**src/rtl/mem_xfer_pkg.sv**
```systemverilog
// Shared constants and FSM state encoding for the memory-transfer controller.
package mem_xfer_pkg;

  localparam int DEF_DATA_W    = 8;
  localparam int DEF_ADDR_W    = 4;
  localparam int DEF_NUM_PAIRS = 8;

  typedef enum logic [2:0] {
    S_IDLE    = 3'd0,
    S_FETCH_A = 3'd1,
    S_FETCH_B = 3'd2,
    S_LATCH_B = 3'd3,
    S_CMP     = 3'd4,
    S_WRITE   = 3'd5,
    S_DONE    = 3'd6
  } xfer_state_e;

endpackage

```
**src/rtl/mem_xfer_ctrl.sv**
```systemverilog
// Streams operand pairs from a synchronous source RAM to an external comparator and
// writes the signed maximum of each pair. Optional statistics: MEM_XFER_STATS_EN.
module mem_xfer_ctrl
  import mem_xfer_pkg::*;
#(
  parameter int DATA_W    = DEF_DATA_W,
  parameter int ADDR_W    = DEF_ADDR_W,
  parameter int NUM_PAIRS = DEF_NUM_PAIRS
) (
  input  logic              clk,
  input  logic              rst,
  input  logic              start,
  output logic [ADDR_W-1:0] rd_addr,
  input  logic [DATA_W-1:0] rd_data,
  output logic [DATA_W-1:0] DOut1,
  output logic [DATA_W-1:0] DOut2,
  input  logic              Sign,
  output logic              wr_en,
  output logic [ADDR_W-2:0] wr_addr,
  output logic [DATA_W-1:0] wr_data,
`ifdef MEM_XFER_STATS_EN
  output logic [ADDR_W-1:0] gt_cnt,
`endif
  output logic              busy,
  output logic              done
);

  localparam logic [ADDR_W-2:0] LAST_IDX = (ADDR_W-1)'(NUM_PAIRS - 1);

  xfer_state_e       state_q, state_d;
  logic [ADDR_W-2:0] i_q, i_d;
  logic              sign_q, sign_d;
  logic [DATA_W-1:0] dout1_q, dout1_d;
  logic [DATA_W-1:0] dout2_q, dout2_d;
  logic [ADDR_W-1:0] rd_addr_q, rd_addr_d;
  logic              wr_en_q, wr_en_d;
  logic [ADDR_W-2:0] wr_addr_q, wr_addr_d;
  logic [DATA_W-1:0] wr_data_q, wr_data_d;
  logic              busy_q, busy_d;
  logic              done_q, done_d;

  // State and datapath registers; reset forces IDLE with all outputs cleared.
  always_ff @(posedge clk or posedge rst) begin
    if (rst) begin
      state_q   <= S_IDLE;
      i_q       <= '0;
      sign_q    <= 1'b0;
      dout1_q   <= '0;
      dout2_q   <= '0;
      rd_addr_q <= '0;
      wr_en_q   <= 1'b0;
      wr_addr_q <= '0;
      wr_data_q <= '0;
      busy_q    <= 1'b0;
      done_q    <= 1'b0;
    end else begin
      state_q   <= state_d;
      i_q       <= i_d;
      sign_q    <= sign_d;
      dout1_q   <= dout1_d;
      dout2_q   <= dout2_d;
      rd_addr_q <= rd_addr_d;
      wr_en_q   <= wr_en_d;
      wr_addr_q <= wr_addr_d;
      wr_data_q <= wr_data_d;
      busy_q    <= busy_d;
      done_q    <= done_d;
    end
  end

  // Next-state sequencing: five states per pair, then a single DONE cycle.
  always_comb begin
    state_d = state_q;
    case (state_q)
      S_IDLE: begin
        if (start) state_d = S_FETCH_A;
        else       state_d = S_IDLE;
      end
      S_FETCH_A: state_d = S_FETCH_B;
      S_FETCH_B: state_d = S_LATCH_B;
      S_LATCH_B: state_d = S_CMP;
      S_CMP:     state_d = S_WRITE;
      S_WRITE: begin
        if (i_q == LAST_IDX) state_d = S_DONE;
        else                 state_d = S_FETCH_A;
      end
      S_DONE:  state_d = S_IDLE;
      default: state_d = S_IDLE;
    endcase
  end

  // Datapath and output next values; outputs are derived from state_d so they
  // line up with the state they belong to while still coming straight from flops.
  always_comb begin
    i_d     = i_q;
    sign_d  = sign_q;
    dout1_d = dout1_q;
    dout2_d = dout2_q;
    case (state_q)
      S_IDLE: begin
        if (start) i_d = '0;
        else       i_d = i_q;
      end
      S_FETCH_B: dout1_d = rd_data;
      S_LATCH_B: dout2_d = rd_data;
      S_CMP:     sign_d  = Sign;
      S_WRITE: begin
        if (i_q != LAST_IDX) i_d = i_q + (ADDR_W-1)'(1);
        else                 i_d = i_q;
      end
      default: i_d = i_q;
    endcase

    // The RAM has one cycle of latency, so the address leads the capture state.
    case (state_d)
      S_FETCH_A: rd_addr_d = {i_d, 1'b0};
      S_FETCH_B: rd_addr_d = {i_q, 1'b1};
      default:   rd_addr_d = '0;
    endcase

    wr_addr_d = wr_addr_q;
    wr_data_d = wr_data_q;
    if (state_d == S_WRITE) begin
      wr_en_d   = 1'b1;
      wr_addr_d = i_q;
      wr_data_d = sign_d ? dout1_q : dout2_q;
    end else begin
      wr_en_d   = 1'b0;
    end

    busy_d = (state_d != S_IDLE);
    done_d = (state_d == S_DONE);
  end

`ifdef MEM_XFER_STATS_EN
  logic [ADDR_W-1:0] gt_cnt_q, gt_cnt_d;

  // Count pairs whose first operand won; cleared when a transfer is accepted.
  always_comb begin
    gt_cnt_d = gt_cnt_q;
    if (state_q == S_IDLE && start) begin
      gt_cnt_d = '0;
    end else if (state_q == S_WRITE && sign_q) begin
      gt_cnt_d = gt_cnt_q + ADDR_W'(1);
    end else begin
      gt_cnt_d = gt_cnt_q;
    end
  end

  // Statistics register.
  always_ff @(posedge clk or posedge rst) begin
    if (rst) gt_cnt_q <= '0;
    else     gt_cnt_q <= gt_cnt_d;
  end

  assign gt_cnt = gt_cnt_q;
`endif

  assign rd_addr = rd_addr_q;
  assign DOut1   = dout1_q;
  assign DOut2   = dout2_q;
  assign wr_en   = wr_en_q;
  assign wr_addr = wr_addr_q;
  assign wr_data = wr_data_q;
  assign busy    = busy_q;
  assign done    = done_q;

endmodule

```
**config.mk**
```make
export PLATFORM = sky130hd
export DESIGN_NAME = mem_xfer_ctrl
export DESIGN_NICKNAME = d
export VERILOG_FILES = /design/src/rtl/mem_xfer_pkg.sv /design/src/rtl/mem_xfer_ctrl.sv
export SDC_FILE = /design/constraint.sdc
export NUM_CORES = 1
export LEC_CHECK = 0
export BUFFER_PORTS_ARGS = -buffer_cell sky130_fd_sc_hd__buf_4
export CORE_MARGIN = 8
export CORE_UTILIZATION = 30
export DETAILED_ROUTE_END_ITERATION = 12
export MAX_ROUTING_LAYER = met4
export PLACE_DENSITY_LB_ADDON = 0.3
export RECOVER_POWER = 50
export SLEW_MARGIN = 0
export SYNTH_ARGS = -nofsm -noshare
export SYNTH_HDL_FRONTEND = slang
export SYNTH_SLANG_ARGS = --single-unit
```
**constraint.sdc**
```tcl
create_clock -name clk -period 2.4 [get_ports clk]
set_input_delay 0.48 -clock clk [delete_from_list [all_inputs] [get_ports clk]]
set_output_delay 0.48 -clock clk [all_outputs]
set_load 0.01 [all_outputs]
```
### After elaboration in Yosys (flattened, before gate mapping)

Cells that the tools add are included.

* output and inout port bits: 34
* bits of input ports: 12
* bits in registers: 41
* word-level logic and storage cells: 35

* add/subtract/negate cells: 1
* equality and inequality tests: 11
* muxes and demuxes: 10
* reduce and logical (&&, ||, !) cells: 2

Operator list (count)
* 3-bit one-hot mux with 6 select lines: 1
* 3-bit equality test, second input constant: 5
* 3-bit by 2-bit equality test with 1-bit output, second input constant: 3
* 3-bit two-way mux: 3
* 8-bit two-way mux: 1
* 4-bit one-hot mux with 2 select lines: 1
* 3-bit by 1-bit equality test with 1-bit output, second input constant: 2
* 3-bit one-hot mux with 2 select lines: 1
* 3-bit by 1-bit adder with 3-bit output, second input constant: 1
* 3-bit zero test: 1
* 1-bit two-way mux: 3
* 3-bit inequality test, second input constant: 1
* 3-bit nonzero test: 1

### Depth between registers and ports, before layout

* depth in word-level cells: 5
* mapped depth: 5

### Worst setup path after synthesis

Ideal clock, no wire load.

* path type: flip-flop to flip-flop
* from: register state_q[2]
* to: register dout1_q[0] (netlist: DOut1[0])
* setup slack: 1083 ps
* setup time: 125 ps
* data arrival time: 1192 ps
* cell stages (with the launch flop): 4
* required time: 2275 ps
* path buffers: 1
* cell sequence: dfrtp_1 > clkbuf_2 > nor3b_4 > mux2_2

* longest elaborated chain between the ends: 1

Ends and longest elaborated chain
* from (decl): RTL line mem_xfer_ctrl.sv:30 `xfer_state_e state_q, state_d;`
* from (signal assigned): RTL line mem_xfer_ctrl.sv:57 `state_q <= state_d;`
* 3-bit by 2-bit equality test with 1-bit output: RTL line mem_xfer_ctrl.sv:99 `case (state_q)`
* to (signal assigned): RTL line mem_xfer_ctrl.sv:60 `dout1_q <= dout1_d;`
* to (decl): RTL line mem_xfer_ctrl.sv:33 `logic [DATA_W-1:0] dout1_q, dout1_d;`

Every way passes these cells.
A chain may end at the register's enable or synchronous reset.

### Worst setup path after layout

* from: register state_q[0]
* to: register dout1_q[4] (netlist: DOut1[4])

Same word-level chain as after synthesis.

==> flow_summary.ini <==
[timing]
finalClockSkew_ps = 9.94
final-setup-viol-count = 0
relSlewSlack_pct = 35.4
final_period_minus_worst_setup_slack_ps = 1640
max_clock_freq_mhz = 609
crit_share_post_route_pct = 68.5
rsz_0062_raised_after_global_routing = no
timing_worst_slew_pin_value_ps = 969
finalMaxSlewViolations = 0
finalSetupTns_ps = 0
hold_viol_final = 0
worst_slack_ps = 757

[final_layout]
p_r_area_growth_vs_syn_pct = 27.8
layout-drive-gt1-share_pct = 36.5
design_area_sq_mm = 0.00217
num-nets-final = 191
final_cell_count_no_fill = 250
antenna_cells = 0

[floorplanning]
io_pins = 46
die-width_um = 91.1
dieArea_sq_mm = 0.00831
initial_utilization_pct = 31.0
std_cell_rows = 27
coreArea_sq_mm = 0.00547
y_dimension_of_the_die_um = 91.1

[run]
cap_viol_max_count = 0

[setup_path]
crit_fanout = 14
register_to_register_setup_slack_ps = 760
crit_type = reg -> reg
critical_path.startpoint_type = register
worst-endpoint-required_ps = 2570
rr_worst_depth = 2
timing.rr.start = state_q[0]
crit_start = state_q[0]
worst_setup_path_end_kind = register
r2r-end = DOut1[4]
cp.arrival_ps = 1810

[synth]
netlist-cell-type-count = 31
synth_seq_area_share_pct = 59.1
synth.area.mux_share_pct = 17.4
synthesis.instances = 131
synth_compound_gate_area_share_pct = 5.54
synthAdderAreaFrac_pct = 0.739
yosysWarnings = 0
synthSimpleGateAreaFrac_pct = 13.7
synth-xor-area-share_pct = 0.517
synth_fp_nets = 144
synth.avg_cell_area_sq_um = 12.9
synth.ff_latch_count = 40
synth_top_family_by_area = multiplexers
netlist_area_sq_mm = 0.00169

[cts]
ctsRootBufferMaster = sky130_fd_sc_hd__clkbuf_8
cts_num_sinks = 40
tritoncts = done
cts_hold_buf = 0
post_cts_buffers = 0
post_cts.resized_instances = 0
cts-buffers-inserted = 5
h-tree-depth = 2
clk_buf_depth = 2
worstSkewPairLatency_ps = 290
path_clk_slew_ps = 80

[power_and_ir_drop]
leakage_power_of_the_design_nw = 0.972
total_power_w = 0.00291
ir_worst_vdd_mv = 0.449
power_per_cell_area_mw_per_mm2 = 1350

[place]
place_worst_setup_slack_ps = 757
placed_cells_incl_taps = 243
finalWeightedCongestion = 0.728
buffer_ports.inserted = 45
dpl_cell_area_sq_mm = 0.00209
dpl.hpwl_um = 2630

[min_path]
hold_path_startpoint = rd_data[2]
worst_hold_path.num_cells = 2
holdPathEnd = DOut2[2]
holdCritPathClass = in -> reg

[drt]
firstDrtPassIters = 4
drt-wirelength-per-cell_um = 14.6
vias_per_cell = 4.54
residual_drc_count = 0
total_length_of_routed_wires_um = 3650
route.vias.total = 1136
postRouteAntennaNets = 0
detail_route.iter0.violations = 41

[global_route]
grt_pass1_wl_um = 6040
grt_max_degree = 41
gr-total-overflow = 0
grtUsageTotal_pct = 9.22
grt_antenna_before_repair = 0
first_global_vias = 1185

[outcome]
status = completed
state kept, by name (all words and copies together) (netlist names):
register	count
DOut1	8
DOut2	8
wr_data	8
rd_addr	4
i_q	3
state_q	3
wr_addr	3
busy	1
done	1
wr_en	1
layout by cell type (no fill, tap or decap), types with 2 or more instances in the layout:
cell                         n
sky130_fd_sc_hd__dfrtp_1    40
sky130_fd_sc_hd__buf_4      32
sky130_fd_sc_hd__mux2_2     19
sky130_fd_sc_hd__a21oi_1    14
sky130_fd_sc_hd__clkbuf_1   13
sky130_fd_sc_hd__nor2_1     11
sky130_fd_sc_hd__mux2i_1     8
sky130_fd_sc_hd__nand2_1     5
sky130_fd_sc_hd__clkbuf_8    5
sky130_fd_sc_hd__nand2b_1    4
sky130_fd_sc_hd__nand3b_1    3
sky130_fd_sc_hd__nor3b_4     2
sky130_fd_sc_hd__o211ai_1    2
sky130_fd_sc_hd__bufinv_16   2
worst max-delay path by stage:
stage | endpoint | depth (start not counted)
CTS | DOut1[4] | 2
detailed placement | DOut1[4] | 2
global placement | DOut1[1] | 2
floorplan | DOut1[0] | 1
finish | DOut1[4] | 2
global route | wr_data[7] | 4
layout make-up:
class	instances	area (sq um)
Fill cell	569	3310
Timing Repair Buffer	47	302
Clock inverter	2	60.1
Clock buffer	5	68.8
Multi-Input combinational cell	83	641
Tap cell	72	90.1
Sequential cell	40	1000
Inverter	1	3.75
through the flow:
| step | hold WS [ps] | utilization [%] |
|---|---|---|
| after detailed placement | 501 | 38.2 |
| after global routing | 423 | 39.6 |
| after floorplan | 550 | - |
| final | 426 | 39.6 |
| after CTS | 327 | 40.5 |
| after global placement | 505 | 38.2 |
cells in the mapped netlist:
cell                       count  area share (%)
sky130_fd_sc_hd__nor3b_4       2             2.2
sky130_fd_sc_hd__or2_2         1            0.37
sky130_fd_sc_hd__a221oi_1      1            0.52
sky130_fd_sc_hd__nor2b_1       1            0.37
sky130_fd_sc_hd__o211ai_1      2            0.89
sky130_fd_sc_hd__buf_2         2            0.59
sky130_fd_sc_hd__nand3_1       1            0.30
sky130_fd_sc_hd__buf_4         1            0.44
sky130_fd_sc_hd__nand2b_1      4             1.5
sky130_fd_sc_hd__nand4b_1      1            0.52
sky130_fd_sc_hd__nand2_1       5             1.1
sky130_fd_sc_hd__a21oi_1      14             4.1
sky130_fd_sc_hd__inv_1         1            0.22
sky130_fd_sc_hd__nor3_1        1            0.30
sky130_fd_sc_hd__or3b_2        1            0.52
sky130_fd_sc_hd__dfrtp_1      40              59
sky130_fd_sc_hd__and4_1        1            0.52
sky130_fd_sc_hd__clkbuf_1      1            0.22
sky130_fd_sc_hd__clkbuf_2      1            0.30
sky130_fd_sc_hd__nor4_1        1            0.37
sky130_fd_sc_hd__and2b_1       1            0.44
sky130_fd_sc_hd__nand3b_1      3             1.3
sky130_fd_sc_hd__and2_1        1            0.37
sky130_fd_sc_hd__buf_6         2             1.3
sky130_fd_sc_hd__mux2_2       19              13
sky130_fd_sc_hd__mux2i_1       8             4.7
sky130_fd_sc_hd__nor2_1       11             2.4
sky130_fd_sc_hd__nand3b_2      1            0.66
sky130_fd_sc_hd__nand4_1       1            0.37
sky130_fd_sc_hd__xor2_1        1            0.52
sky130_fd_sc_hd__ha_1          1            0.74
per-layer routing:
| metal | wire [um] | vias up | share of wire, % | GRT usage, % |
|---|---|---|---|---|
| met5 | 0 | - | 0 | - |
| met4 | 53 | 0 | 1.5 | 3.82 |
| met3 | 126 | 4 | 3.5 | 2.39 |
| met2 | 1820 | 29 | 50 | 15.2 |
| met1 | 1650 | 550 | 45 | 10.4 |
| li1 | - | 553 | - | - |
worst max-delay path, cell delays in order (launching register included):
cell	delay, ps
sky130_fd_sc_hd__dfrtp_1	570
sky130_fd_sc_hd__nor3b_4	560
sky130_fd_sc_hd__mux2_2	400
report_power, final:
part | switching [W] | leakage [nW] | total, W | internal, W
Clock | 0.000220 | 0.0642 | 0.000629 | 0.000409
Sequential | 0.000264 | 0.483 | 0.00122 | 0.000954
Combinational | 0.000476 | 0.424 | 0.00107 | 0.000590
cells by family (layout without fill, tap and decap cells):
kind of cell             count (synthesis)  in the layout
buffers and inverters                    8             55
AO/OA/AOI/OAI                           17             17
multiplexers                            27             27
adder cells (fa/ha/maj)                  1              1
flip-flops                              40             40
XOR/XNOR                                 1              1
AND/OR/NAND/NOR                         37             37
No activity file was read; power rests on OpenSTA's default activity.
